===== config.mk =====
export PLATFORM = sky130hd
export DESIGN_NAME = vedic_mac_accumulator
export DESIGN_NICKNAME = d
export VERILOG_FILES = /design/src/rtl/vedic_mac_accumulator.sv
export SDC_FILE = /design/constraint.sdc
export NUM_CORES = 1
export LEC_CHECK = 0
export ABC_AREA = 0
export CAP_MARGIN = 20
export CORE_MARGIN = 5
export CORE_UTILIZATION = 59
export CTS_BUF_LIST = sky130_fd_sc_hd__clkbuf_2 sky130_fd_sc_hd__clkbuf_4 sky130_fd_sc_hd__clkbuf_8
export CTS_CLUSTER_SIZE = 28
export DETAILED_ROUTE_END_ITERATION = 12
export HOLD_SLACK_MARGIN = 0.12
export PLACE_DENSITY = 0.84
export SYNTH_ARGS = -nofsm -noshare
export SYNTH_HDL_FRONTEND = slang
export SYNTH_SLANG_ARGS = --single-unit
export TNS_END_PERCENT = 50

===== constraint.sdc =====
create_clock -name clk -period 6.05 [get_ports clk]
set_clock_uncertainty 0.05 [all_clocks]
set_input_delay 0.9075 -clock clk [delete_from_list [all_inputs] [get_ports clk]]
set_output_delay 0.9075 -clock clk [all_outputs]
set_load 0.03 [all_outputs]

===== src/rtl/vedic_mac_accumulator.sv =====
// ---------------------------------------------------------------------------
// vedic_mac_accumulator
//
// Sums a fixed number (N_TERMS) of unsigned 8-bit products, delivered over a
// valid/ready handshake, into one ACC_W-bit dot-product result. An overflow
// either saturates at all-ones (SAT=1) or wraps modulo 2^ACC_W (SAT=0). In
// both modes the result carries a sticky overflow flag. Each completed result
// is held in an output register until downstream takes it.
//
// Ports:
//   clk        - single clock, rising-edge active
//   rst_n      - asynchronous active-low reset
//   ena        - global enable; low freezes every register
//   clr        - synchronous clear of partial sum and held result
//   in_valid   - in_prod carries a product
//   in_ready   - block accepts a product this cycle
//   in_prod    - unsigned 8-bit product
//   out_valid  - out_sum / out_ovf hold a completed result
//   out_ready  - downstream accepts the result
//   out_sum    - completed sum (ACC_W bits)
//   out_ovf    - overflow occurred while building this result
// ---------------------------------------------------------------------------
module vedic_mac_accumulator #(
    parameter int unsigned ACC_W   = 16,
    parameter int unsigned N_TERMS = 4,
    parameter bit          SAT     = 1'b1
) (
    input  logic             clk,
    input  logic             rst_n,
    input  logic             ena,
    input  logic             clr,
    input  logic             in_valid,
    output logic             in_ready,
    input  logic [7:0]       in_prod,
    output logic             out_valid,
    input  logic             out_ready,
    output logic [ACC_W-1:0] out_sum,
    output logic             out_ovf
);

    // Term counter must reach N_TERMS-1; keep at least one bit for N_TERMS=1.
    localparam int unsigned CNT_W = (N_TERMS > 1) ? $clog2(N_TERMS) : 1;
    localparam logic [CNT_W-1:0] CNT_LAST = CNT_W'(N_TERMS - 1);

    typedef enum logic {
        ACCUM = 1'b0,
        HOLD  = 1'b1
    } state_e;

    state_e           state_q,     state_d;
    logic [ACC_W-1:0] acc_q,       acc_d;
    logic [CNT_W-1:0] cnt_q,       cnt_d;
    logic             ovf_acc_q,   ovf_acc_d;
    logic             out_valid_q, out_valid_d;
    logic [ACC_W-1:0] out_sum_q,   out_sum_d;
    logic             out_ovf_q,   out_ovf_d;

    logic             accept;
    logic [ACC_W:0]   sum_ext;
    logic             carry;
    logic [ACC_W-1:0] next_acc;
    logic             last_term;

    // in_ready depends only on registered state, ena and clr; out_ready never
    // reaches it combinationally.
    assign in_ready  = ena & ~clr & (state_q == ACCUM);
    assign accept    = in_valid & in_ready;

    // One extra bit captures the carry out of the accumulator.
    assign sum_ext   = {1'b0, acc_q} + {{(ACC_W + 1 - 8){1'b0}}, in_prod};
    assign carry     = sum_ext[ACC_W];
    assign last_term = (cnt_q == CNT_LAST);

    // Once saturated, acc is all-ones, so any further non-zero term carries
    // again and re-saturates: saturation stays sticky without extra state.
    always_comb begin
        next_acc = sum_ext[ACC_W-1:0];
        if (carry && SAT) begin
            next_acc = '1;
        end
    end

    always_comb begin
        state_d     = state_q;
        acc_d       = acc_q;
        cnt_d       = cnt_q;
        ovf_acc_d   = ovf_acc_q;
        out_valid_d = out_valid_q;
        out_sum_d   = out_sum_q;
        out_ovf_d   = out_ovf_q;

        if (clr) begin
            // clr wins over accept and output handshake; the last result
            // value stays visible but is no longer flagged valid.
            state_d     = ACCUM;
            acc_d       = '0;
            cnt_d       = '0;
            ovf_acc_d   = 1'b0;
            out_valid_d = 1'b0;
        end else if (ena) begin
            if (accept) begin
                if (last_term) begin
                    out_sum_d   = next_acc;
                    out_ovf_d   = ovf_acc_q | carry;
                    out_valid_d = 1'b1;
                    acc_d       = '0;
                    cnt_d       = '0;
                    ovf_acc_d   = 1'b0;
                    state_d     = HOLD;
                end else begin
                    acc_d     = next_acc;
                    cnt_d     = cnt_q + CNT_W'(1);
                    ovf_acc_d = ovf_acc_q | carry;
                end
            end else if ((state_q == HOLD) && out_valid_q && out_ready) begin
                out_valid_d = 1'b0;
                state_d     = ACCUM;
            end
        end
    end

    always_ff @(posedge clk or negedge rst_n) begin
        if (!rst_n) begin
            state_q     <= ACCUM;
            acc_q       <= '0;
            cnt_q       <= '0;
            ovf_acc_q   <= 1'b0;
            out_valid_q <= 1'b0;
            out_sum_q   <= '0;
            out_ovf_q   <= 1'b0;
        end else begin
            state_q     <= state_d;
            acc_q       <= acc_d;
            cnt_q       <= cnt_d;
            ovf_acc_q   <= ovf_acc_d;
            out_valid_q <= out_valid_d;
            out_sum_q   <= out_sum_d;
            out_ovf_q   <= out_ovf_d;
        end
    end

    assign out_valid = out_valid_q;
    assign out_sum   = out_sum_q;
    assign out_ovf   = out_ovf_q;

endmodule


==> impl_metrics.env, run 1 <==
export IMPL_outcome="completed"
export IMPL_gr_total_overflow=0
export IMPL_grt_max_degree=38
export IMPL_synth_top_family_by_area="compound AO/OA/AOI/OAI gates"
export IMPL_crit_path_end_kind="primary output"
export IMPL_postCtsHoldBufs=0
export IMPL_dr_pass1_iters=4
export IMPL_ys_seq_area_share_pct=45.6
export IMPL_worst_slew_pin_slew_ns=0.849
export IMPL_ys_flop_type="dfrtp_1"
export IMPL_vias_per_cell=5.94
export IMPL_yosys_top_cells_count="dfrtp_1 (37), nand2_1 (28), o21ai_0 (26)"
export IMPL_slew_viol_final=0
export IMPL_min_path_cells=2
export IMPL_slew_limit_headroom_pct=43.2
export IMPL_synth_top_area_share_pct=45.6
export IMPL_min_to="out_sum[1]$_DFFE_PN0P_"
export IMPL_maxCapViolations=0
export IMPL_max_freq_ghz=0.297
export IMPL_worstPathArrival_ns=2.41
export IMPL_synth_cell_types=42
export IMPL_place_congestion=0.888
export IMPL_hold_class="reg2reg"
export IMPL_ctsLongestPathBuffers=2
export IMPL_drt_iter0_drc=170
export IMPL_synthesis_nets=242
export IMPL_dpl_hpwl_mm=3.24
export IMPL_muxShareOfSynthArea_pct=0.554
export IMPL_grt_pass1_wl_mm=7.50
export IMPL_die_area_um2=4720
export IMPL_numCtsBuffers=5
export IMPL_ff2ff_path_depth=7
export IMPL_drc=0
export IMPL_synth_seq_cells=37
export IMPL_cts_setup_buffers=0
export IMPL_rr_startpoint="acc_q[0]$_DFFE_PN0P_"
export IMPL_p_sw_share_pct=29.5
export IMPL_synth_fa_ha_area_share_pct=6.53
export IMPL_first_global_vias=1603
export IMPL_grt_util_all_layers_pct=21.5
export IMPL_r2r_slack_ns=3.55
export IMPL_seqPwrFrac_pct=53.5
export IMPL_finalSetupViolCount=0
export IMPL_cts_resized=0
export IMPL_post_route_period_util_pct=55.6
export IMPL_die_h_um=68.7
export IMPL_yosysMostFrequentCell="dfrtp_1"
export IMPL_nets=276
export IMPL_path_class="in2out"
export IMPL_rsz0062_at_grt="no"
export IMPL_synth_cells=218
export IMPL_postSynthAreaPerCell_um2=9.32
export IMPL_die_w_um=68.7
export IMPL_wirelength_mm=4.38
export IMPL_min_from="out_sum[1]$_DFFE_PN0P_"
export IMPL_cp_start_kind="input pin"
export IMPL_p_clk_share_pct=26.9
export IMPL_synth_warnings=0
export IMPL_fillCellCount=265
export IMPL_synth_area_top_cells="dfrtp_1 (46%), o21ai_0 (6.4%), ha_1 (5.5%)"
export IMPL_async_flop_share_pct=100
export IMPL_syn_area_um2=2030
export IMPL_combPwrFrac_pct=19.6
export IMPL_ir_drop_mv=0.128
export IMPL_hold_viol=0
export IMPL_clk_latency_ns=0.34
export IMPL_synth_xor_xnor_area_share_pct=3.45
export IMPL_synth_compound_area_share_pct=22.7
export IMPL_ff_latch_area_um2=926
export IMPL_synth_simple_area_share_pct=19.3
export IMPL_synth_edf_count=0
export IMPL_synth_top_cell_by_area="dfrtp_1"
export IMPL_cts_tree="built"
export IMPL_htree_levels=2
export IMPL_clock_sinks=37
export IMPL_p_sw_uw=144
export IMPL_final_core_util_pct=73.4
export IMPL_row_count=21
export IMPL_area_delta_synth_final_pct=20.5
export IMPL_io_pins=33
export IMPL_path_clk_slew_ns=0.11
export IMPL_setup_tns_ns=0
export IMPL_multi_input_area_um2=1070
export IMPL_io_buffers=32
export IMPL_cts_root_buffer="clkbuf_4"
export IMPL_fin_crit_ns=3.37
export IMPL_ant_nets=0
export IMPL_r2r_end="out_sum[15]$_DFFE_PN0P_"
export IMPL_vias=1775
export IMPL_drive_gt1_share_pct=7.11
export IMPL_cp_required_ns=5.09
export IMPL_start_util_pct=60.9
export IMPL_antenna_found_initial=0
export IMPL_critPathMaxFanout=9
export IMPL_coreArea_um2=3340
export IMPL_n_antenna_cell=0
export IMPL_route_detailed_wl_per_inst_um=14.7
export IMPL_powerDensity_nw_per_um2=199
export IMPL_intPower_uw=343
export IMPL_p_leak_uw=0.00112
[metrics by stage]
| step | instances | power (uW) | instance area [um^2] | hold slack, ns | worst slack (ns) |
|---|---|---|---|---|---|
| 6_report | 299 | 487 | 2450 | 0.442 | 2.68 |
| 5_1_grt | 299 | 511 | 2450 | 0.468 | 2.59 |
| 4_1_cts | 299 | 489 | 2450 | 0.448 | 2.66 |
| 3_5_place_dp | 291 | 361 | 2390 | 0.423 | 2.60 |
| 3_3_place_gp | 291 | 359 | 2390 | 0.410 | 2.72 |
| 2_1_floorplan | 218 | 325 | 2030 | 0.404 | 3.23 |
[kinds of logic (layout without fill, tap and decap cells)]
logic type      count (synthesis)  in the layout
fa+ha+maj                      10             10
flops                          37             37
compound gates                 73             73
xor+xnor                        8              8
simple gates                   80             80
mux                             1              1
buf+inv                         9             44
[layout by cell type, fill, tap and decap left out, types with 2 or more instances in the layout]
cell type and count:
a21oi_1 13, and2_1 2, a31oi_1 4, nand3b_1 2, clkdlybuf4s50_1 31, o21ai_0 26, o21ai_1 2, xor2_1 6
buf_4 3, o211ai_1 5, nor2_1 23, ha_1 9, dfrtp_1 37, a21o_1 6, a22o_1 5, a211oi_1 2
and3_1 2, clkinv_2 2, o21a_1 2, nor3_1 4, xnor2_1 2, nor3b_1 2, nand4_1 5, nand3_1 4
o2bb2ai_1 2, clkbuf_4 6, nand2_1 28
[worst max-delay path, cell delays in order]
cell	delay, ns
clkdlybuf4s50_1	0.54
nor3b_1	0.25
clkdlybuf4s50_1	0.71
[power by group through the flow]
stage	combinational [uW]	clock (uW)	sequential (uW)
6_report	95.5	131	261
5_1_grt	108	141	262
3_5_place_dp	95.1	0	266
2_1_floorplan	52.2	0	273
4_1_cts	95.1	133	261
3_3_place_gp	93.5	0	265
[sequential cells by signal, indices dropped and copies added (netlist names)]
name and cells:
acc_q 16, out_valid 1, out_sum 16, ovf_acc_q 1, cnt_q 2, out_ovf 1
[how the worst max path moves through the flow]
stage                                    to  depth (start not counted)        from
finish                             in_ready                          3         clr
global route                       in_ready                          3         clr
CTS                                in_ready                          3         clr
detailed placement  out_sum[15]$_DFFE_PN0P_                          8  in_prod[0]
global placement    out_sum[15]$_DFFE_PN0P_                          8  in_prod[0]
floorplan           out_sum[15]$_DFFE_PN0P_                          8  in_prod[0]
[final cells by class]
cell class | instances | area share, %
Multi-Input combinational cell | 172 | 43.6
Sequential cell | 37 | 37.8
Timing Repair Buffer | 35 | 13.8
Tap cell | 46 | 2.35
Clock buffer | 6 | 1.84
Clock inverter | 2 | 0.409
Inverter | 1 | 0.153
[metal layers]
layer  track usage (%)  vias to the layer above  part of all wire, %  routed length, um
li1                  -                      871                    -                  -
met1              30.3                      833                   47               2050
met2              31.9                       56                   44               1920
met3              4.54                       15                  6.8                296
met4              9.18                        0                  2.7                119
met5                 0                        -                    0                  0
(Power assumes the default switching activity.)
==> inputs of run 2 (changes only) <==
Settings changed: CORE_UTILIZATION 59 to 55, PLACE_DENSITY 0.84 to 0.79.
Clock period 6.05 ns to 3.4 ns, I/O delays scaled along.
==> run 2 against run 1 <==
Effect of this change:
- global-route usage shrank 2.3 points
- count of clock-buffer cells in the layout is the same
- highest routed layer unchanged
- final area grew 2.3%
==> impl_metrics.env, run 2 (synthesis results as in run 1) <==
export IMPL_dpl_hpwl_mm=3.31
export IMPL_grt_util_all_layers_pct=19.2
export IMPL_slew_limit_headroom_pct=49.4
export IMPL_maxCapViolations=0
export IMPL_cts_root_buffer="clkbuf_8"
export IMPL_pre_cts_slack_ns=0.404
export IMPL_postCtsHoldBufs=0
export IMPL_placed_area_um2=2410
export IMPL_coreArea_um2=3630
export IMPL_power_uw=957
export IMPL_hold_class="reg2reg"
export IMPL_path_class="in2reg"
export IMPL_fillCellCount=312
export IMPL_place_congestion=0.851
export IMPL_worstPathArrival_ns=2.83
export IMPL_vias=1714
export IMPL_post_route_period_util_pct=79.4
export IMPL_cts_setup_buffers=0
export IMPL_finalSetupViolCount=0
export IMPL_rsz0062_at_grt="no"
export IMPL_intPower_uw=690
export IMPL_drc=0
export IMPL_clock_sinks=37
export IMPL_critPathMaxFanout=10
export IMPL_gr_total_overflow=0
export IMPL_crit_chain="clkdlybuf4s50_1 > ha_1 > fa_1 > a211oi_2 > o211ai_2 > and3b_1 > nor4_1 > nor3_1"
export IMPL_drive_gt1_share_pct=7.09
export IMPL_n_antenna_cell=0
export IMPL_p_sw_share_pct=27.9
export IMPL_outcome="completed"
export IMPL_cts_tree="built"
export IMPL_ir_drop_mv=0.276
export IMPL_area_delta_synth_final_pct=23.3
export IMPL_die_area_um2=5010
export IMPL_io_pins=33
export IMPL_antenna_found_initial=0
export IMPL_dr_pass1_iters=4
export IMPL_grt_pass1_wl_mm=7.65
export IMPL_powerDensity_nw_per_um2=382
export IMPL_wirelength_mm=4.37
export IMPL_ff2ff_path_depth=7
export IMPL_nets=277
export IMPL_ctsLongestPathBuffers=2
export IMPL_io_buffers=32
export IMPL_p_leak_uw=0.00114
export IMPL_combPwrFrac_pct=18.0
export IMPL_grt_max_degree=38
export IMPL_hold_viol=0
export IMPL_setup_tns_ns=0
export IMPL_fin_crit_ns=2.70
export IMPL_critPathSlowestCell="fa_1"
export IMPL_path_clk_slew_ns=0.07
export IMPL_clk_latency_ns=0.29
export IMPL_min_path_cells=2
export IMPL_fin_ws_ns=0.701
export IMPL_first_global_vias=1624
export IMPL_numCtsBuffers=5
export IMPL_mostFrequentLayoutCell="dfrtp_1"
export IMPL_cts_resized=0
export IMPL_stdcell_area_um2=2500
export IMPL_ant_nets=0
export IMPL_crit_path_end_kind="register"
export IMPL_seqPwrFrac_pct=48.5
export IMPL_route_detailed_wl_per_inst_um=14.5
export IMPL_start_util_pct=55.9
export IMPL_htree_levels=2
export IMPL_slowest_delay_ns=0.44
export IMPL_p_sw_uw=267
export IMPL_slew_viol_final=0
export IMPL_p_clk_share_pct=33.5
export IMPL_die_w_um=70.8
export IMPL_final_cell_mix="dfrtp_1 (37), clkdlybuf4s50_1 (32), nand2_1 (28)"
export IMPL_drt_iter0_drc=137
export IMPL_die_h_um=70.8
export IMPL_worst_slew_pin_slew_ns=0.757
export IMPL_cp_start_kind="input pin"
export IMPL_row_count=22
export IMPL_cp_required_ns=3.53
export IMPL_vias_per_cell=5.68
export IMPL_max_freq_ghz=0.371
-- run 2: critical path: cells and delay by family --
| kind | cells | cell delay (ns) |
|---|---|---|
| and+or+nand+nor | 3 | 0.76 |
| buffers and inverters | 1 | 0.40 |
| adders and majority gates | 2 | 0.68 |
| AOI/OAI and AO/OA | 2 | 0.48 |
-- run 2: layout make-up --
| class | instances | area (um^2) | share of cell area, % |
|---|---|---|---|
| inverters | 1 | 3.75 | 0.150 |
| clock buffers | 6 | 82.6 | 3.30 |
| multi-input cells | 172 | 1070 | 42.7 |
| flip-flops and latches | 37 | 926 | 37.0 |
| well taps | 48 | 60.1 | 2.40 |
| clock inverters | 2 | 13.8 | 0.549 |
| repair buffers | 36 | 350 | 14.0 |
-- run 2: worst paths after layout --
path / startpoint / endpoint / slack [ns]
min in group asynchronous: rst_n / acc_q[1]$_DFFE_PN0P_ / 0.57
worst min-delay path: out_sum[5]$_DFFE_PN0P_ / out_sum[5]$_DFFE_PN0P_ / 0.43
worst min register to register: out_sum[5]$_DFFE_PN0P_ / out_sum[5]$_DFFE_PN0P_ / 0.43
worst max-delay path: in_prod[0] / out_sum[15]$_DFFE_PN0P_ / 0.70
max in group asynchronous: rst_n / out_sum[1]$_DFFE_PN0P_ / 2.39
worst max register to register: acc_q[0]$_DFFE_PN0P_ / out_sum[15]$_DFFE_PN0P_ / 0.94
-- run 2: power groups by stage --
stage	Clock [uW]	Sequential (uW)	Combinational, uW
after floorplan	0	485	92.9
after global placement	0	472	169
after detailed placement	0	472	172
after CTS	326	464	172
after global routing	343	466	192
final	321	464	172
-- run 2: layer usage --
metal | global-route usage, % | routed length, um | share of wire [%]
met1 | 27.3 | 2040 | 47
met2 | 28.7 | 1980 | 45
met3 | 4.26 | 291 | 6.7
met4 | 7.52 | 57 | 1.3
met5 | 0 | 0 | 0
-- run 2: per-stage QoR --
stage | utilization (%) | cells | hold WS (ns)
after floorplan | - | 218 | 0.164
after detailed placement | 66.3 | 294 | 0.421
final | 68.9 | 302 | 0.432
after CTS | 68.9 | 302 | 0.437
after global routing | 68.9 | 302 | 0.463
after global placement | 66.3 | 294 | 0.411
==> inputs of run 3 (changes only) <==
Clock period 3.4 ns to 2.51 ns, I/O delays scaled along.
==> run 3 against run 2 <==
Effect of this change:
- final area is 7.5% higher
- first-iteration DRC count is 13% lower
- combinational power is 60% higher
- final cell count is 7.0% higher
- sequential share of layout area is 2.6 points lower
- critical path type unchanged
- critical endpoint is now out_sum[4]$_DFFE_PN0P_
==> impl_metrics.env, run 3 (synthesis results as in run 1) <==
export IMPL_outcome="completed"
export IMPL_final_cell_mix="dfrtp_1 (37), clkdlybuf4s50_1 (32), nand2_1 (28)"
export IMPL_grt_util_all_layers_pct=20.7
export IMPL_maxCapViolations=0
export IMPL_p_leak_uw=0.00125
export IMPL_path_clk_slew_ns=0.06
export IMPL_dr_pass1_iters=4
export IMPL_place_congestion=0.873
export IMPL_mostFrequentLayoutCell="dfrtp_1"
export IMPL_worst_slew_pin_slew_ns=0.456
export IMPL_vias_per_cell=5.86
export IMPL_numPlacedInstances=316
export IMPL_power_uw=1330
export IMPL_min_path_cells=2
export IMPL_slowest_delay_ns=0.43
export IMPL_pre_cts_slack_ns=-0.282
export IMPL_stdcell_area_um2=2690
export IMPL_cp_required_ns=2.62
export IMPL_fin_ws_ns=0.0596
export IMPL_clk_latency_ns=0.29
export IMPL_cp_start_kind="input pin"
export IMPL_instances_no_fill=323
export IMPL_path_class="in2reg"
export IMPL_drive_gt1_share_pct=16.4
export IMPL_ir_drop_mv=0.252
export IMPL_die_w_um=70.8
export IMPL_numCtsBuffers=5
export IMPL_slew_viol_final=0
export IMPL_wirelength_mm=4.84
export IMPL_die_h_um=70.8
export IMPL_io_pins=33
export IMPL_cts_tree="built"
export IMPL_area_delta_synth_final_pct=32.5
export IMPL_r2r_slack_ns=0.22
export IMPL_critPathTopFamily="adder cells"
export IMPL_nets=299
export IMPL_min_to="out_sum[1]$_DFFE_PN0P_"
export IMPL_clock_sinks=37
export IMPL_drt_iter0_drc=119
export IMPL_ant_nets=0
export IMPL_crit_path_end_kind="register"
export IMPL_vias=1894
export IMPL_dpl_hpwl_mm=3.64
export IMPL_cts_root_buffer="clkbuf_8"
export IMPL_die_area_um2=5010
export IMPL_first_global_vias=1770
export IMPL_rsz0062_at_grt="no"
export IMPL_io_buffers=32
export IMPL_grt_pass1_wl_mm=8.25
export IMPL_antenna_found_initial=0
export IMPL_worstPathArrival_ns=2.56
export IMPL_route_detailed_wl_per_inst_um=15.0
export IMPL_gr_total_overflow=0
export IMPL_rr_startpoint="acc_q[0]$_DFFE_PN0P_"
export IMPL_htree_levels=2
export IMPL_final_core_util_pct=74.1
export IMPL_hold_class="reg2reg"
export IMPL_row_count=22
export IMPL_placed_area_um2=2590
export IMPL_grt_max_degree=38
export IMPL_critPathSlowestCell="clkdlybuf4s50_1"
export IMPL_postCtsHoldBufs=0
export IMPL_slew_limit_headroom_pct=69.6
export IMPL_r2r_end="out_sum[4]$_DFFE_PN0P_"
export IMPL_crit_chain="clkdlybuf4s50_1 > ha_1 > fa_1 > a211oi_2 > o211ai_2 > and3b_2 > buf_12 > nor2_1 > o21ai_0"
export IMPL_min_from="out_sum[1]$_DFFE_PN0P_"
export IMPL_powerDensity_nw_per_um2=495
export IMPL_coreArea_um2=3630
export IMPL_ctsLongestPathBuffers=2
export IMPL_n_antenna_cell=0
export IMPL_finalSetupViolCount=0
export IMPL_ff2ff_path_depth=8
export IMPL_critPathMaxFanout=7
export IMPL_cp_buffers_inverters=2
export IMPL_drc=0
export IMPL_post_route_period_util_pct=97.6
export IMPL_fin_crit_ns=2.45
export IMPL_hold_viol=0
export IMPL_max_freq_ghz=0.408
export IMPL_start_util_pct=55.9
export IMPL_cts_setup_buffers=0
run 3: cell type report:
class                   instances  area, um^2
clock buffers                   7        90.1
fillers                       302         941
well taps                      48        60.1
flip-flops and latches         37         926
multi-input cells             172        1080
repair buffers                 58         528
inverters                       1        3.75
run 3: how the worst max path moves through the flow:
| stage | startpoint | slack (ns) | end | cells past startpoint |
|---|---|---|---|---|
| floorplan | in_prod[0] | 0.22 | out_sum[15]$_DFFE_PN0P_ | 8 |
| global placement | in_prod[0] | -0.22 | out_sum[2]$_DFFE_PN0P_ | 9 |
| detailed placement | in_prod[0] | -0.28 | out_sum[2]$_DFFE_PN0P_ | 9 |
| CTS | in_prod[0] | 0.008 | out_sum[2]$_DFFE_PN0P_ | 9 |
| global route | in_prod[0] | 0.006 | out_sum[4]$_DFFE_PN0P_ | 9 |
| finish | in_prod[0] | 0.06 | out_sum[4]$_DFFE_PN0P_ | 9 |
run 3: through the flow:
step | hold slack, ns | setup TNS, ns
CTS | 0.434 | 0
floorplan | 0.0309 | 0
global route | 0.468 | 0
finish | 0.424 | 0
global placement | 0.410 | -2.59
detailed placement | 0.419 | -4.66
run 3: tightest hold or removal path, cell delays in order (launching register included):
cell     delay (ns)
dfrtp_1        0.34
nand2_1        0.04
o21ai_0        0.06
run 3: power by group:
group	total (uW)	internal, uW	switching [uW]
combinational	276	124	152
clock	429	229	200
sequential	629	616	12.6
total	1330	969	364
run 3: timing repair:
action,CTS,global route
pin swaps,0,2
gates resized for setup,1,6
setup endpoints to repair,1,11
run 3: metal layers:
layer	track usage (%)	share of wire, %
met1	28.5	46
met4	9.81	2.4
met5	0	0
met3	3.98	6.5
met2	31.6	45
